`src/rtl/apb_slave_pkg.sv`:
```
// Shared types and helpers for the APB slave memory.
// Optional byte-strobe support is enabled by defining APB_SLAVE_WSTRB_EN.
`ifndef APB_ADDR_WIDTH
`define APB_ADDR_WIDTH 32
`endif
`ifndef APB_DATA_WIDTH
`define APB_DATA_WIDTH 32
`endif

package apb_slave_pkg;

  typedef enum logic [1:0] {
    IDLE = 2'd0,
    WAIT = 2'd1,
    DONE = 2'd2
  } apb_slv_state_t;

  localparam int unsigned WAIT_CNT_W = 4;

  // Number of byte lanes in a data word.
  function automatic int unsigned lane_cnt(input int unsigned dw);
    return dw / 8;
  endfunction

  // Byte-address to word-index shift amount.
  function automatic int unsigned addr_shift(input int unsigned dw);
    return $clog2(dw / 8);
  endfunction

endpackage

```
`src/rtl/apb_slave_mem_if.sv`:
```
// APB bus signal bundle between master and the slave memory.
// Carries a byte strobe only when APB_SLAVE_WSTRB_EN is defined.
`ifndef APB_ADDR_WIDTH
`define APB_ADDR_WIDTH 32
`endif
`ifndef APB_DATA_WIDTH
`define APB_DATA_WIDTH 32
`endif

interface apb_slave_mem_if #(
  parameter int unsigned ADDR_WIDTH = `APB_ADDR_WIDTH,
  parameter int unsigned DATA_WIDTH = `APB_DATA_WIDTH
);
  logic                  sel;
  logic                  enable;
  logic [ADDR_WIDTH-1:0] addr;
  logic                  write;
  logic [DATA_WIDTH-1:0] wdata;
`ifdef APB_SLAVE_WSTRB_EN
  logic [DATA_WIDTH/8-1:0] strb;
`endif
  logic [DATA_WIDTH-1:0] rdata;
  logic                  ready;
  logic                  slave_error;

  modport master (
`ifdef APB_SLAVE_WSTRB_EN
    output strb,
`endif
    output sel, enable, addr, write, wdata,
    input  rdata, ready, slave_error
  );

  modport slave (
`ifdef APB_SLAVE_WSTRB_EN
    input  strb,
`endif
    input  sel, enable, addr, write, wdata,
    output rdata, ready, slave_error
  );
endinterface

```
`src/rtl/apb_slave_regfile.sv`:
```
// Word storage with async clear, byte-enabled write port and combinational read port.
module apb_slave_regfile #(
  parameter int unsigned DATA_WIDTH = 32,
  parameter int unsigned DEPTH      = 16,
  parameter int unsigned IDX_W      = 4
) (
  input  logic                    clk,
  input  logic                    rstn,
  input  logic                    i_we,
  input  logic [IDX_W-1:0]        i_waddr,
  input  logic [DATA_WIDTH-1:0]   i_wdata,
  input  logic [DATA_WIDTH/8-1:0] i_be,
  input  logic [IDX_W-1:0]        i_raddr,
  output logic [DATA_WIDTH-1:0]   o_rdata
);
  localparam int unsigned LANES = DATA_WIDTH / 8;

  logic [DATA_WIDTH-1:0] r_mem [DEPTH];

  // Clear all words on reset; update enabled byte lanes on write.
  always_ff @(posedge clk or negedge rstn) begin
    if (!rstn) begin
      for (int i = 0; i < DEPTH; i++) r_mem[i] <= '0;
    end else if (i_we) begin
      for (int b = 0; b < LANES; b++) begin
        if (i_be[b]) r_mem[i_waddr][b*8 +: 8] <= i_wdata[b*8 +: 8];
      end
    end
  end

  assign o_rdata = r_mem[i_raddr];

endmodule

```
`src/rtl/apb_slave_mem.sv`:
```
// APB slave terminating transfers into a small word-addressed memory with
// programmable wait states and error response for unmapped/misaligned access.
// Define APB_SLAVE_WSTRB_EN to honour per-byte write strobes.
`ifndef APB_ADDR_WIDTH
`define APB_ADDR_WIDTH 32
`endif
`ifndef APB_DATA_WIDTH
`define APB_DATA_WIDTH 32
`endif

module apb_slave_mem
  import apb_slave_pkg::*;
#(
  parameter int unsigned          ADDR_WIDTH  = `APB_ADDR_WIDTH,
  parameter int unsigned          DATA_WIDTH  = `APB_DATA_WIDTH,
  parameter int unsigned          DEPTH       = 16,
  parameter logic [ADDR_WIDTH-1:0] BASE_ADDR  = '0,
  parameter int unsigned          WAIT_CYCLES = 2
) (
  input logic           clk,
  input logic           rstn,
  apb_slave_mem_if.slave bus
);
  localparam int unsigned LANES = lane_cnt(DATA_WIDTH);
  localparam int unsigned SHIFT = addr_shift(DATA_WIDTH);
  localparam int unsigned IDX_W = (DEPTH > 1) ? $clog2(DEPTH) : 1;

  apb_slv_state_t          r_state, w_state_nxt;
  logic [WAIT_CNT_W-1:0]   r_cnt, w_cnt_nxt;
  logic                    r_ready, w_ready_nxt;
  logic                    r_err, w_err_nxt;
  logic [DATA_WIDTH-1:0]   r_rdata, w_rdata_nxt;
  logic [ADDR_WIDTH-1:0]   r_addr;
  logic                    r_write;
  logic [DATA_WIDTH-1:0]   r_wdata;
  logic [LANES-1:0]        w_be;
  logic                    w_latch;
  logic                    w_we;
  logic                    w_setup;
  logic [ADDR_WIDTH-1:0]   w_dec_addr;
  logic                    w_dec_write;
  logic [ADDR_WIDTH-1:0]   w_offset;
  logic [ADDR_WIDTH-1:0]   w_word;
  logic                    w_err;
  logic [IDX_W-1:0]        w_idx;
  logic [DATA_WIDTH-1:0]   w_rd_word;

`ifdef APB_SLAVE_WSTRB_EN
  logic [LANES-1:0]        r_strb;
  assign w_be = r_strb;
`else
  assign w_be = '1;
`endif

  assign w_setup = bus.sel && !bus.enable;

  // Decode the live address in IDLE (zero-wait completion) and the latched one afterwards.
  assign w_dec_addr  = (r_state == IDLE) ? bus.addr  : r_addr;
  assign w_dec_write = (r_state == IDLE) ? bus.write : r_write;
  assign w_offset    = w_dec_addr - BASE_ADDR;
  assign w_word      = w_offset >> SHIFT;
  assign w_err       = (w_dec_addr < BASE_ADDR)
                    || (w_word >= ADDR_WIDTH'(DEPTH))
                    || ((w_dec_addr & ADDR_WIDTH'(LANES - 1)) != '0);
  assign w_idx       = w_word[IDX_W-1:0];

  apb_slave_regfile #(
    .DATA_WIDTH (DATA_WIDTH),
    .DEPTH      (DEPTH),
    .IDX_W      (IDX_W)
  ) u_regfile (
    .clk     (clk),
    .rstn    (rstn),
    .i_we    (w_we),
    .i_waddr (w_idx),
    .i_wdata (r_wdata),
    .i_be    (w_be),
    .i_raddr (w_idx),
    .o_rdata (w_rd_word)
  );

  // State, counter, output and request-latch registers.
  always_ff @(posedge clk or negedge rstn) begin
    if (!rstn) begin
      r_state <= IDLE;
      r_cnt   <= '0;
      r_ready <= 1'b0;
      r_err   <= 1'b0;
      r_rdata <= '0;
      r_addr  <= '0;
      r_write <= 1'b0;
      r_wdata <= '0;
`ifdef APB_SLAVE_WSTRB_EN
      r_strb  <= '0;
`endif
    end else begin
      r_state <= w_state_nxt;
      r_cnt   <= w_cnt_nxt;
      r_ready <= w_ready_nxt;
      r_err   <= w_err_nxt;
      r_rdata <= w_rdata_nxt;
      if (w_latch) begin
        r_addr  <= bus.addr;
        r_write <= bus.write;
        r_wdata <= bus.wdata;
`ifdef APB_SLAVE_WSTRB_EN
        r_strb  <= bus.strb;
`endif
      end
    end
  end

  // Next-state selection.
  always_comb begin
    w_state_nxt = r_state;
    case (r_state)
      IDLE: begin
        if (w_setup) w_state_nxt = (WAIT_CYCLES == 0) ? DONE : WAIT;
      end
      WAIT: begin
        if (!bus.sel)                          w_state_nxt = IDLE;
        else if (bus.enable && (r_cnt == '0))  w_state_nxt = DONE;
      end
      DONE:    w_state_nxt = IDLE;
      default: w_state_nxt = IDLE;
    endcase
  end

  // Next values of the registered outputs, counter, latch and write strobe.
  always_comb begin
    w_ready_nxt = 1'b0;
    w_err_nxt   = 1'b0;
    w_rdata_nxt = '0;
    w_cnt_nxt   = r_cnt;
    w_latch     = 1'b0;
    w_we        = 1'b0;
    case (r_state)
      IDLE: begin
        if (w_setup) begin
          w_latch = 1'b1;
          if (WAIT_CYCLES == 0) begin
            w_ready_nxt = 1'b1;
            w_err_nxt   = w_err;
            w_rdata_nxt = (!w_dec_write && !w_err) ? w_rd_word : '0;
          end else begin
            w_cnt_nxt = WAIT_CNT_W'(WAIT_CYCLES - 1);
          end
        end
      end
      WAIT: begin
        if (!bus.sel) begin
          w_cnt_nxt = '0;
        end else if (bus.enable) begin
          if (r_cnt == '0) begin
            w_ready_nxt = 1'b1;
            w_err_nxt   = w_err;
            w_rdata_nxt = (!w_dec_write && !w_err) ? w_rd_word : '0;
          end else begin
            w_cnt_nxt = r_cnt - WAIT_CNT_W'(1);
          end
        end
      end
      DONE: begin
        // A deselect here aborts the transfer, so the write is dropped.
        w_we      = bus.sel && w_dec_write && !w_err;
        w_cnt_nxt = '0;
      end
      default: w_cnt_nxt = '0;
    endcase
  end

  assign bus.ready       = r_ready;
  assign bus.slave_error = r_err;
  assign bus.rdata       = r_rdata;

endmodule

```
`src/flat_wrapper.sv`:
```
// flat-port wrapper written by rule: the top's interface ports become plain ports
module apb_slave_mem_flat import apb_slave_pkg::*;
#(
  parameter int unsigned          ADDR_WIDTH  = `APB_ADDR_WIDTH,
  parameter int unsigned          DATA_WIDTH  = `APB_DATA_WIDTH,
  parameter int unsigned          DEPTH       = 16,
  parameter logic [ADDR_WIDTH-1:0] BASE_ADDR  = '0,
  parameter int unsigned          WAIT_CYCLES = 2
)
  (clk, rstn, bus_sel, bus_enable, bus_addr, bus_write, bus_wdata, bus_rdata, bus_ready, bus_slave_error);
  apb_slave_mem_if #(.ADDR_WIDTH(ADDR_WIDTH), .DATA_WIDTH(DATA_WIDTH)) bus_i ();
  input logic clk;
  input logic rstn;
  input wire logic [$bits(bus_i.sel)-1:0] bus_sel;
  input wire logic [$bits(bus_i.enable)-1:0] bus_enable;
  input wire logic [$bits(bus_i.addr)-1:0] bus_addr;
  input wire logic [$bits(bus_i.write)-1:0] bus_write;
  input wire logic [$bits(bus_i.wdata)-1:0] bus_wdata;
  output wire logic [$bits(bus_i.rdata)-1:0] bus_rdata;
  output wire logic [$bits(bus_i.ready)-1:0] bus_ready;
  output wire logic [$bits(bus_i.slave_error)-1:0] bus_slave_error;
  assign bus_i.sel = bus_sel;
  assign bus_i.enable = bus_enable;
  assign bus_i.addr = bus_addr;
  assign bus_i.write = bus_write;
  assign bus_i.wdata = bus_wdata;
  assign bus_rdata = bus_i.rdata;
  assign bus_ready = bus_i.ready;
  assign bus_slave_error = bus_i.slave_error;
  apb_slave_mem #(.ADDR_WIDTH(ADDR_WIDTH), .DATA_WIDTH(DATA_WIDTH), .DEPTH(DEPTH), .BASE_ADDR(BASE_ADDR), .WAIT_CYCLES(WAIT_CYCLES)) u_core (.clk(clk), .rstn(rstn), .bus(bus_i));
endmodule
```
`config.mk`:
```
export PLATFORM = sky130hd
export DESIGN_NAME = apb_slave_mem_flat
export DESIGN_NICKNAME = d
export VERILOG_FILES = /design/src/rtl/apb_slave_pkg.sv /design/src/rtl/apb_slave_mem_if.sv /design/src/rtl/apb_slave_regfile.sv /design/src/rtl/apb_slave_mem.sv /design/src/flat_wrapper.sv
export SDC_FILE = /design/constraint.sdc
export NUM_CORES = 1
export LEC_CHECK = 0
export BUFFER_PORTS_ARGS = -buffer_cell sky130_fd_sc_hd__buf_2
export CAP_MARGIN = 20
export CORE_MARGIN = 2
export CORE_UTILIZATION = 40
export CTS_CLUSTER_DIAMETER = 50
export DETAILED_ROUTE_END_ITERATION = 8
export PLACE_DENSITY = 0.66
export SLEW_MARGIN = 20
export SYNTH_ARGS = -nofsm -noshare
export SYNTH_HDL_FRONTEND = slang
export SYNTH_SLANG_ARGS = --single-unit
```
`constraint.sdc`:
```
create_clock -name clk -period 3.8 [get_ports clk]
set_input_delay 0.76 -clock clk [delete_from_list [all_inputs] [get_ports clk]]
set_output_delay 0.76 -clock clk [all_outputs]
set_load 0.01 [all_outputs]
```
==> results.yml <==
sta:
  tightest_slew_ps: 1020
  whs_ps: 208
  relSlewSlack: 0.320
  finalSetupViolations: 0
  setup_tns_ps: 0
  final_min_period_over_clock_period: 0.843
  min_period_ps: 3200
  fmax_mhz: 312
  rsz0062_at_grt: "false"
  finalHoldViolations: 0
  fin_skew_ps: 14.0
  maxSlewViolCount: 0
clock_tree:
  clock_sink_count: 617
  cts_setup_buffers: 0
  path_clk_slew_ps: 60
  h-tree-depth: 2
  ctsResizeCount: 0
  root_buffer: "clkbuf_16"
  tritoncts: "done"
  cts_buffers: 59
  ctsHoldBuffers: 0
  clk_latency_ps: 620
  clockBufferDepth: 3
detailed_routing:
  wire_per_inst_microns: 23.7
  avgViaCountPerCell: 5.84
  postRouteAntennaNets: 0
  drt_iter0_drc: 1072
  drc: 0
  drt_pass1_iterations: 5
  vias: 16887
  wirelength_microns: 68500
finish:
  area.sequential_sq_um: 15400
  area_growth_pct: 13.9
  final_area_sq_um: 30100
  fill_cells: 5757
  drive_above_1_share: 0.289
  final_cells: 2891
  multi_input_area_sq_um: 10200
  nets: 2046
  layout_commonest_cell: "dfrtp_1"
  layout_common_cells: "dfrtp_1 (617), mux2_1 (280), o22ai_1 (256), mux2_2 (233), o21ai_0 (113)"
worst_setup_path:
  cp-end-kind: "register"
  worstRegToRegCells: 7
  crit_required_ps: 4310
  crit_type: "reg2reg"
  r2r_slack_ps: 600
  r2r_end: "u_core.bus.rdata[1]"
  critPathArrivalTime_ps: 3710
  r2r-start: "u_core.r_state[1]"
  cp-start-kind: "register"
  cp_max_fo: 102
floorplanning:
  dieArea_sq_um: 68200
  start_util: 0.403
  core_area_sq_um: 65600
  ios: 103
  die_x_microns: 261
  dieHeight_microns: 261
  rows: 94
min_path:
  hold_class: "in2async"
synthesis:
  synth_edf_count: 0
  syn-cell-area_sq_um: 26400
  ys.flop_type: "dfrtp_1"
  syn_inst: 1909
  ys_ff_latch: 617
  yosysSeqAreaShare: 0.584
  ys_async_sr_fraction: 1.00
  avgSynthCellArea_sq_um: 13.8
  synth_cell_types: 41
  synth_fp_nets: 1980
  ys_warn_count: 0
placed_design:
  dpl_cell_area_sq_um: 28000
  dp_cells: 2778
  gp_congestion: 0.799
  io_buffers: 102
  hpwl_microns: 40200
global_route:
  grt_pass1_vias: 17796
  gr-usage-met1: 0.284
  antenna_found_initial: 4
  grt-ovfl-total: 0
  busiest_layer: "met2"
  grtUsageMet2: 0.325
  grt_pass1_wl_microns: 107000
  grt_max_degree: 103
  grt_use_met3: 0.0369
  track_usage: 0.202
power:
  p_seq_frac: 0.467
  cellInternalPower_mw: 11.3
  swShare: 0.287
  power.leakage_nw: 15.4
  ir_worst_vdd_mv: 0.422
  p_comb_frac: 0.144
  p_clk_frac: 0.389
  p_per_area_nw_per_um2: 527
  power_mw: 15.8
  p_switching_mw: 4.55
job:
  max_cap_violations: 0
outcome:
  status: "finished, final reports clean"
worst max-delay path: stages, from the launching register on:
cell	delay, ps
dfrtp_1	480
or2_1	510
a31oi_4	590
buf_12	520
o22ai_1	160
o21ai_0	330
nand4_1	200
nor2_1	260
cell families (layout without fill, tap and decap cells):
group / Yosys count / count (layout) / synth area share
buffers and inverters: 171 / 287 / 0.0341
multiplexers: 575 / 575 / 0.254
AND/OR/NAND/NOR: 140 / 140 / 0.0366
AO/OA/AOI/OAI: 404 / 404 / 0.0906
flip-flops: 617 / 617 / 0.584
other: 0 / 2 / 0
adder cells (fa/ha/maj): 2 / 2 / 0.000946
sequential cells by signal, indices dropped and copies added, names as in the netlist:
register and cells:
u_core.u_regfile.r_mem 512, u_core.bus.rdata 32, u_core.r_addr 32, u_core.r_wdata 32, u_core.r_cnt 4, u_core.r_state 2, u_core.bus.ready 1, u_core.bus.slave_error 1
u_core.r_write 1
cells in the mapped netlist (5+ instances only):
master / instances / area, sq um
dfrtp_1: 617 / 15400
mux2_4: 62 / 931
nand2_1: 10 / 37.5
o21ai_1: 20 / 100
buf_2: 91 / 455
mux2_1: 280 / 3150
buf_6: 18 / 203
nand4b_1: 6 / 52.6
o22ai_1: 256 / 1600
clkbuf_1: 52 / 195
mux2_2: 233 / 2620
nor2_1: 39 / 146
nand4_1: 33 / 206
nand3b_1: 5 / 37.5
o21ai_0: 113 / 566
nor4_1: 16 / 100
nand4b_4: 10 / 238
inv_1: 5 / 18.8
area by class of cell:
| type | instances | area share |
|---|---|---|
| Inverter | 5 | 0.000623 |
| Clock inverter | 21 | 0.00890 |
| Antenna cell | 2 | 0.000166 |
| Tap cell | 864 | 0.0359 |
| Multi-Input combinational cell | 1121 | 0.337 |
| Timing Repair Buffer | 171 | 0.0449 |
| Sequential cell | 617 | 0.513 |
| Clock buffer | 90 | 0.0593 |
worst max-delay path by stage:
| stage | from | to | slack [ps] | cells past startpoint |
|---|---|---|---|---|
| 2_1_floorplan | bus_addr[24] | u_core.u_regfile.r_mem[139] | 1310 | 7 |
| 3_3_place_gp | bus_addr[24] | u_core.u_regfile.r_mem[283] | 580 | 8 |
| 3_5_place_dp | bus_addr[24] | u_core.u_regfile.r_mem[270] | 630 | 8 |
| 4_1_cts | u_core.r_state[0] | u_core.bus.rdata[1] | 630 | 7 |
| 5_1_grt | u_core.r_state[1] | u_core.bus.rdata[1] | 470 | 7 |
| 6_report | u_core.r_state[1] | u_core.bus.rdata[1] | 600 | 7 |
stage by stage:
| step | util | worst slack, ps |
|---|---|---|
| finish | 0.459 | 596 |
| global route | 0.459 | 473 |
| CTS | 0.459 | 634 |
| detailed placement | 0.427 | 634 |
| global placement | 0.427 | 579 |
| floorplan | - | 1310 |
power by group through the flow:
| stage | logic (mW) | registers, mW | clock network (mW) |
|---|---|---|---|
| after floorplan | 1.67 | 7.11 | 0 |
| after global placement | 2.24 | 7.47 | 0 |
| after detailed placement | 2.27 | 7.51 | 0 |
| after CTS | 2.29 | 7.39 | 6.26 |
| after global routing | 2.48 | 7.46 | 6.55 |
| final | 2.29 | 7.39 | 6.17 |
layer usage:
metal,part of all wire,vias to the layer above
met5,0.00053,-
met4,0.019,6
met3,0.056,104
met2,0.48,471
met1,0.45,8997
li1,-,7309
Note: power is estimated with default switching activity, not from simulation.
